### src/rtl/instr_fetch_unit.sv
// ============================================================================
//  Module      : instr_fetch_unit
//  Description : Single-issue fetch stage for a synchronous instruction memory,
//                with stall holding and branch redirect/flush.
//  Revision    : 1.0 - initial release
// ============================================================================
`default_nettype none

module instr_fetch_unit #(
    parameter logic [31:0] RESET_PC = 32'h0000_0000,
    parameter int          IMEM_AW  = 8
) (
    input  logic               clk,
    input  logic               rst,
    input  logic               stall,
    input  logic               branch_taken,
    input  logic [31:0]        branch_addr,
    output logic [IMEM_AW-1:0] imem_addr,
    input  logic [31:0]        imem_rdata,
    output logic [31:0]        pc_out,
    output logic [31:0]        instruction_out,
    output logic               valid_out
);

    logic [31:0] r_pc_reg;
    logic [31:0] r_req_pc;
    logic        r_req_valid;
    logic [31:0] r_hold_instr;
    logic        r_hold_valid;
    logic [31:0] r_pc_out;
    logic [31:0] r_instr_out;
    logic        r_valid_out;

    logic [31:0] w_branch_target;
    logic [31:0] w_instr_src;
    logic        w_unused_ok;

    assign w_branch_target = {branch_addr[31:2], 2'b00};
    assign w_unused_ok     = &{1'b0, branch_addr[1:0]};

    // Memory returns data one cycle after the address; a stalled word is
    // parked in the hold register because the read port keeps re-reading.
    assign w_instr_src = r_hold_valid ? r_hold_instr : imem_rdata;

    assign imem_addr       = r_pc_reg[IMEM_AW+1:2];
    assign pc_out          = r_pc_out;
    assign instruction_out = r_instr_out;
    assign valid_out       = r_valid_out;

    always_ff @(posedge clk) begin
        if (rst) begin
            r_pc_reg     <= RESET_PC;
            r_req_pc     <= 32'h0;
            r_req_valid  <= 1'b0;
            r_hold_instr <= 32'h0;
            r_hold_valid <= 1'b0;
            r_pc_out     <= 32'h0;
            r_instr_out  <= 32'h0;
            r_valid_out  <= 1'b0;
        end else if (branch_taken) begin
            r_pc_reg     <= w_branch_target;
            r_req_valid  <= 1'b0;
            r_hold_valid <= 1'b0;
            r_valid_out  <= 1'b0;
        end else if (stall) begin
            // Capture only on the first stall cycle so later re-reads are ignored
            if (r_req_valid && !r_hold_valid) begin
                r_hold_instr <= imem_rdata;
                r_hold_valid <= 1'b1;
            end
        end else begin
            r_pc_reg     <= r_pc_reg + 32'd4;
            r_req_pc     <= r_pc_reg;
            r_req_valid  <= 1'b1;
            r_pc_out     <= r_req_pc;
            r_instr_out  <= w_instr_src;
            r_valid_out  <= r_req_valid;
            r_hold_valid <= 1'b0;
        end
    end

endmodule

`default_nettype wire

### config.mk
export PLATFORM = sky130hd
export DESIGN_NAME = instr_fetch_unit
export DESIGN_NICKNAME = d
export VERILOG_FILES = /design/src/rtl/instr_fetch_unit.sv
export SDC_FILE = /design/constraint.sdc
export NUM_CORES = 1
export LEC_CHECK = 0
export CAP_MARGIN = 30
export CORE_MARGIN = 2
export CORE_UTILIZATION = 57
export CTS_CLUSTER_DIAMETER = 200
export DETAILED_ROUTE_END_ITERATION = 7
export DONT_BUFFER_PORTS = 1
export PLACE_DENSITY = 0.76
export SYNTH_ARGS = -nofsm -noshare
export SYNTH_HDL_FRONTEND = slang
export SYNTH_SLANG_ARGS = --single-unit
export TNS_END_PERCENT = 5
### constraint.sdc
create_clock -name clk -period 2 [get_ports clk]
set_input_delay 0.3 -clock clk [delete_from_list [all_inputs] [get_ports clk]]
set_output_delay 0.3 -clock clk [all_outputs]
set_load 0.01 [all_outputs]
==> impl_metrics.json, run 1 <==
{
  "nNetsFinal": 902,
  "synth_cell_types": 44,
  "layout_min_cycle_time_ns": 1.94,
  "p_sw_w": 0.00165,
  "synth_most_common_cell": "nand2_1",
  "p_seq_frac": 0.460,
  "pwr-share-clk": 0.476,
  "grt_pass1_wl_um": 27900,
  "comb_power_share": 0.063,
  "firstDrtPassIters": 5,
  "diodes": 0,
  "dp_slack_ns": -0.00689,
  "irDropWorstVdd_uv": 1010,
  "cts_made_buffers": 17,
  "nFillCells": 808,
  "synth_top_cell_by_area": "dfxtp_1",
  "grt-ovfl-total": 0,
  "synth.avg_cell_area_sq_um": 8.21,
  "coreArea_sq_um": 10900,
  "vias_per_cell": 5.78,
  "fp.dieH_um": 110,
  "drtIter0Drc": 381,
  "tns_ns": 0,
  "synth_xor_area_frac": 0.0163,
  "finalWorstSetupSlack_ns": 0.0593,
  "area_growth_pct": 23.3,
  "clock_sinks": 157,
  "synth-edff-count": 0,
  "die_w_um": 110,
  "synth_compound_area_frac": 0.164,
  "grt.total_usage": 0.276,
  "die_area_sq_um": 12200,
  "routedWlPerCell_um": 17.0,
  "critPathMaxFanout": 6,
  "pin_count": 141,
  "slew_headroom": 0.603,
  "ys_ff_latch": 157,
  "critical_path_class": "reg -> reg",
  "slowest_delay_ns": 0.44,
  "setup_viol": 0,
  "hp-class": "in -> reg",
  "maxCapViolations": 0,
  "cts_buffer_depth": 2,
  "grt_max_degree": 88,
  "htreeDepth": 4,
  "required_ns": 2.32,
  "regArea_sq_um": 3150,
  "antenna_found_initial": 0,
  "yosysSeqAreaShare": 0.487,
  "max_freq_mhz": 515,
  "crit_path_top_delay_cell": "or3_4",
  "synth_commonest_cells": "nand2_1 (197), dfxtp_1 (157), a21oi_1 (97)",
  "synthFlopType": "dfxtp_1",
  "synth_adder_area_share": 0.00194,
  "drc": 0,
  "netlist_instances": 787,
  "synth_top_family_by_area": "simple AND/OR/NAND/NOR gates",
  "hold_violations": 0,
  "worstMarginPinSlew_ns": 0.596,
  "sw_frac_of_total": 0.224,
  "p_leak_nw": 2.88,
  "rsz0062_at_grt": "true",
  "gp_congestion": 0.861,
  "worstPathCellList": "ha_2 -> nand4b_4 -> or3_4 -> or4_1 -> a311oi_1",
  "worstSetupEndpointType": "flip-flop",
  "clock-root-buffer": "clkbuf_16",
  "postRouteAntennaNets": 0,
  "async_flop_share": 0,
  "hold_slack_ns": 0.0160,
  "outcome": "completed",
  "cts.clk_slew.worst_paths_ns": 0.06,
  "io_buffers": 0,
  "period_share": 0.970,
  "synth_mux_area_frac": 0.0542,
  "clock_latency_ns": 0.42,
  "vias": 5697,
  "start_util": 0.591,
  "worst_setup_path_start_kind": "flip-flop",
  "layout-drive-gt1-share": 0.0946,
  "worstPathArrival_ns": 2.26,
  "powerDensity_nw_per_um2": 923,
  "post_cts_buffers": 0,
  "dpl.hpwl_um": 9720,
  "intPower_w": 0.00570,
  "multiInputGateArea_sq_um": 2990,
  "post-route-util": 0.728,
  "rows": 38,
  "cts_tree": "done",
  "netlist.area_leader.share": 0.487,
  "fin_worst_skew_ns": 0.00778,
  "synth-simple-area-share": 0.221,
  "synth.area.top_cells": "dfxtp_1 (49%), nand2_1 (11%), a21oi_1 (7.5%)",
  "grt_pass1_vias": 5803,
  "wirelength_um": 16700,
  "synth-warning-count": 0,
  "slew_violations": 0,
  "syn_area_sq_um": 6460
}
## power groups by stage
stage	Clock, W	Combinational, W	Sequential (W)
floorplan	0	0.000343	0.00342
global placement	0	0.000353	0.00344
detailed placement	0	0.000367	0.00345
CTS	0.00351	0.000456	0.00338
global route	0.00367	0.000518	0.00340
finish	0.00350	0.000465	0.00338
## critical path: cells and delay by family (launching register included)
family / cells / cell delay [ns]
AOI/OAI and AO/OA: 1 / 0.27
adders and majority gates: 1 / 0.24
DFF: 1 / 0.38
and+or+nand+nor: 3 / 0.96
## final timing paths
kind	from	end	slack, ns	depth (start not counted)
max	r_pc_reg[3]	r_pc_reg[22]	0.06	5
min	imem_rdata[20]	r_hold_instr[20]	0.02	2
max reg2reg	r_pc_reg[3]	r_pc_reg[22]	0.06	5
min reg2reg	r_hold_instr[13]	r_hold_instr[13]	0.45	2
## metrics by stage
step / area (sq um) / instances / power, W
2_1_floorplan: 6480 / 788 / 0.00376
3_3_place_gp: 6590 / 885 / 0.00379
3_5_place_dp: 6590 / 885 / 0.00382
4_1_cts: 7940 / 986 / 0.00735
5_1_grt: 7960 / 986 / 0.00759
6_report: 7960 / 986 / 0.00735
## cells in the final DEF (no fill, tap or decap), drive strengths merged, types with 12 or more instances in the layout
cell type and count:
a211oi 44, a311oi 12, nor2 67, nand2 197, dlygate4sd3 68, a21oi 97
buf 31, dfxtp 157, clkbuf 20, mux2i 35
## logic make-up after synthesis
kind of cell / count (synthesis)
AOI/OAI and AO/OA: 172
xor gates and xnor gates: 12
adders and majority gates: 1
buffers and inverters: 83
DFF: 157
muxes: 35
other: 1
and+or+nand+nor: 326
## final cells by class
type,count,share of cell area
clock buffer,20,0.0561
multi-input combinational,548,0.376
tap,140,0.0220
clock inverter,12,0.0242
sequential,157,0.396
inverter,10,0.00471
timing repair buffer,99,0.121
## metal layers
layer | up-vias | GRT usage | share of wire
met5 | - | 0 | 0
met4 | 0 | 0.124 | 0.030
met3 | 42 | 0.0900 | 0.076
met2 | 187 | 0.469 | 0.50
met1 | 2674 | 0.315 | 0.39
li1 | 2794 | - | -
## what timing repair did
item	4_1_cts	5_1_grt
endpoints found under the hold margin	154	0
gates resized for setup	1	8
setup endpoints to repair	3	26
gates cloned	0	0
hold buffers	69	0
pin swaps	0	0
No activity file was read; power rests on OpenSTA's default activity.
==> run 2, diff against run 1 <==
--- a/config.mk
+++ b/config.mk
@@ -6,8 +6,10 @@
 export NUM_CORES = 1
 export LEC_CHECK = 0
 export CAP_MARGIN = 30
+export CELL_PAD_IN_SITES_DETAIL_PLACEMENT = 0
+export CELL_PAD_IN_SITES_GLOBAL_PLACEMENT = 1
 export CORE_MARGIN = 2
-export CORE_UTILIZATION = 57
+export CORE_UTILIZATION = 42
 export CTS_CLUSTER_DIAMETER = 200
 export DETAILED_ROUTE_END_ITERATION = 7
 export DONT_BUFFER_PORTS = 1
==> constraint.sdc (replaced) <==
create_clock -name clk -period 2 [get_ports clk]
set_input_delay 0.1 -clock clk [delete_from_list [all_inputs] [get_ports clk]]
set_output_delay 0.1 -clock clk [all_outputs]
set_load 0.01 [all_outputs]
==> impl_metrics.json, run 2 (synthesis gave the netlist of run 1 again) <==
{
  "outcome": "finished with violations",
  "violations": "setup timing",
  "setup_viol": 1,
  "cts.clk_slew.worst_paths_ns": 0.06,
  "fin_worst_skew_ns": 0.00864,
  "die_area_sq_um": 16400,
  "rows": 45,
  "rsz0062_at_grt": "true",
  "worst_setup_path_start_kind": "flip-flop",
  "hold_slack_ns": 0.0674,
  "required_ns": 2.29,
  "grt-ovfl-total": 0,
  "clock-root-buffer": "clkbuf_16",
  "drc": 0,
  "worstPathArrival_ns": 2.31,
  "clock_latency_ns": 0.42,
  "worstMarginPinSlew_ns": 0.631,
  "critPathMaxFanout": 6,
  "slew_headroom": 0.579,
  "worstSetupEndpointType": "flip-flop",
  "postRouteAntennaNets": 0,
  "layout-drive-gt1-share": 0.0934,
  "grt_max_degree": 102,
  "layout_commonest_cell": "nand2_1",
  "hp-class": "in -> reg",
  "wl_met3_um": 1350,
  "dpl.hpwl_um": 10300,
  "gp_congestion": 0.775,
  "layout_min_cycle_time_ns": 2.02,
  "maxCapViolations": 0,
  "htreeDepth": 4,
  "period_share": 1.01,
  "dr_wl_met2_um": 8370,
  "area_growth_pct": 29.5,
  "p_leak_nw": 2.98,
  "power.total_w": 0.00730,
  "post-route-util": 0.554,
  "rrSetupSlack_ns": -0.02,
  "m1WireLength_um": 7500,
  "firstDrtPassIters": 5,
  "powerDensity_nw_per_um2": 873,
  "drtIter0Drc": 325,
  "final_area_sq_um": 8360,
  "clock_sinks": 157,
  "coreArea_sq_um": 15100,
  "start_util": 0.428,
  "wirelength_um": 17700,
  "slew_violations": 0,
  "cts_tree": "done",
  "cts_buffer_depth": 2,
  "max_freq_mhz": 495,
  "final_cell_mix": "nand2_1 (197), dfxtp_1 (154), dlygate4sd3_1 (101)",
  "irDropWorstVdd_uv": 801,
  "io_buffers": 0,
  "highest_layer": "met4",
  "die_w_um": 128,
  "vias": 5751,
  "hold_violations": 0,
  "fp.dieH_um": 128,
  "grt_pass1_vias": 5699,
  "place_area_sq_um": 6660,
  "pin_count": 141,
  "critical_path_class": "reg -> reg",
  "antenna_found_initial": 0,
  "grt_pass1_wl_um": 28400,
  "nFillCells": 1351,
  "nNetsFinal": 934,
  "finalWorstSetupSlack_ns": -0.0201,
  "grt.total_usage": 0.216,
  "routedWlPerCell_um": 16.6,
  "vias_per_cell": 5.39,
  "cts_made_buffers": 17
}
## run 2: per-layer routing
metal / vias up / GRT usage
met5: - / 0
met4: 0 / 0.0911
met3: 24 / 0.0710
met2: 165 / 0.353
met1: 2699 / 0.263
li1: 2863 / -
## run 2: where the power goes
group / internal [W] / switching, W
Combinational: 0.000273 / 0.000286
Clock: 0.00202 / 0.00134
Sequential: 0.00325 / 0.000130
Total: 0.00554 / 0.00176
## run 2: area by class of cell
cell class	instances	area [sq um]	share of cell area
multi-input combinational	549	3020	0.361
sequential	157	3150	0.376
inverter	10	37.5	0.00449
clock inverter	10	128	0.0153
timing repair buffer	130	1300	0.155
clock buffer	22	494	0.0591
antenna	1	2.50	0.000299
tap	188	235	0.0281
## run 2: repair_timing
action,4_1_cts,5_1_grt
pin swaps,0,5
endpoints found under the setup margin,4,29
setup buffers,0,0
hold buffers,102,0
endpoints found under the hold margin,157,0
gates cloned,0,1
resized for setup,1,7
## run 2: final timing paths
check,start,end,cells past startpoint
worst max register to register,r_pc_reg[3],r_pc_reg[25],5
worst min-delay path,stall,r_pc_reg[29],3
worst min register to register,r_req_pc[9],pc_out[9],2
worst max-delay path,r_pc_reg[3],r_pc_reg[25],5
## run 2: through the flow
| stage | setup slack, ns | cells | setup TNS, ns |
|---|---|---|---|
| finish | -0.0201 | 1067 | -0.0201 |
| global route | -0.109 | 1066 | -0.114 |
| CTS | 0.0286 | 1065 | 0 |
| detailed placement | -0.0537 | 931 | -0.0950 |
| global placement | 0.0228 | 931 | 0 |
| floorplan | -0.0105 | 788 | -0.0105 |
## run 2: worst max-delay path, stage by stage, from the launching register on
cell	delay [ns]
dfxtp_2	0.34
buf_4	0.12
nand3b_1	0.15
or4_2	0.79
o31ai_1	0.35
a311oi_2	0.15
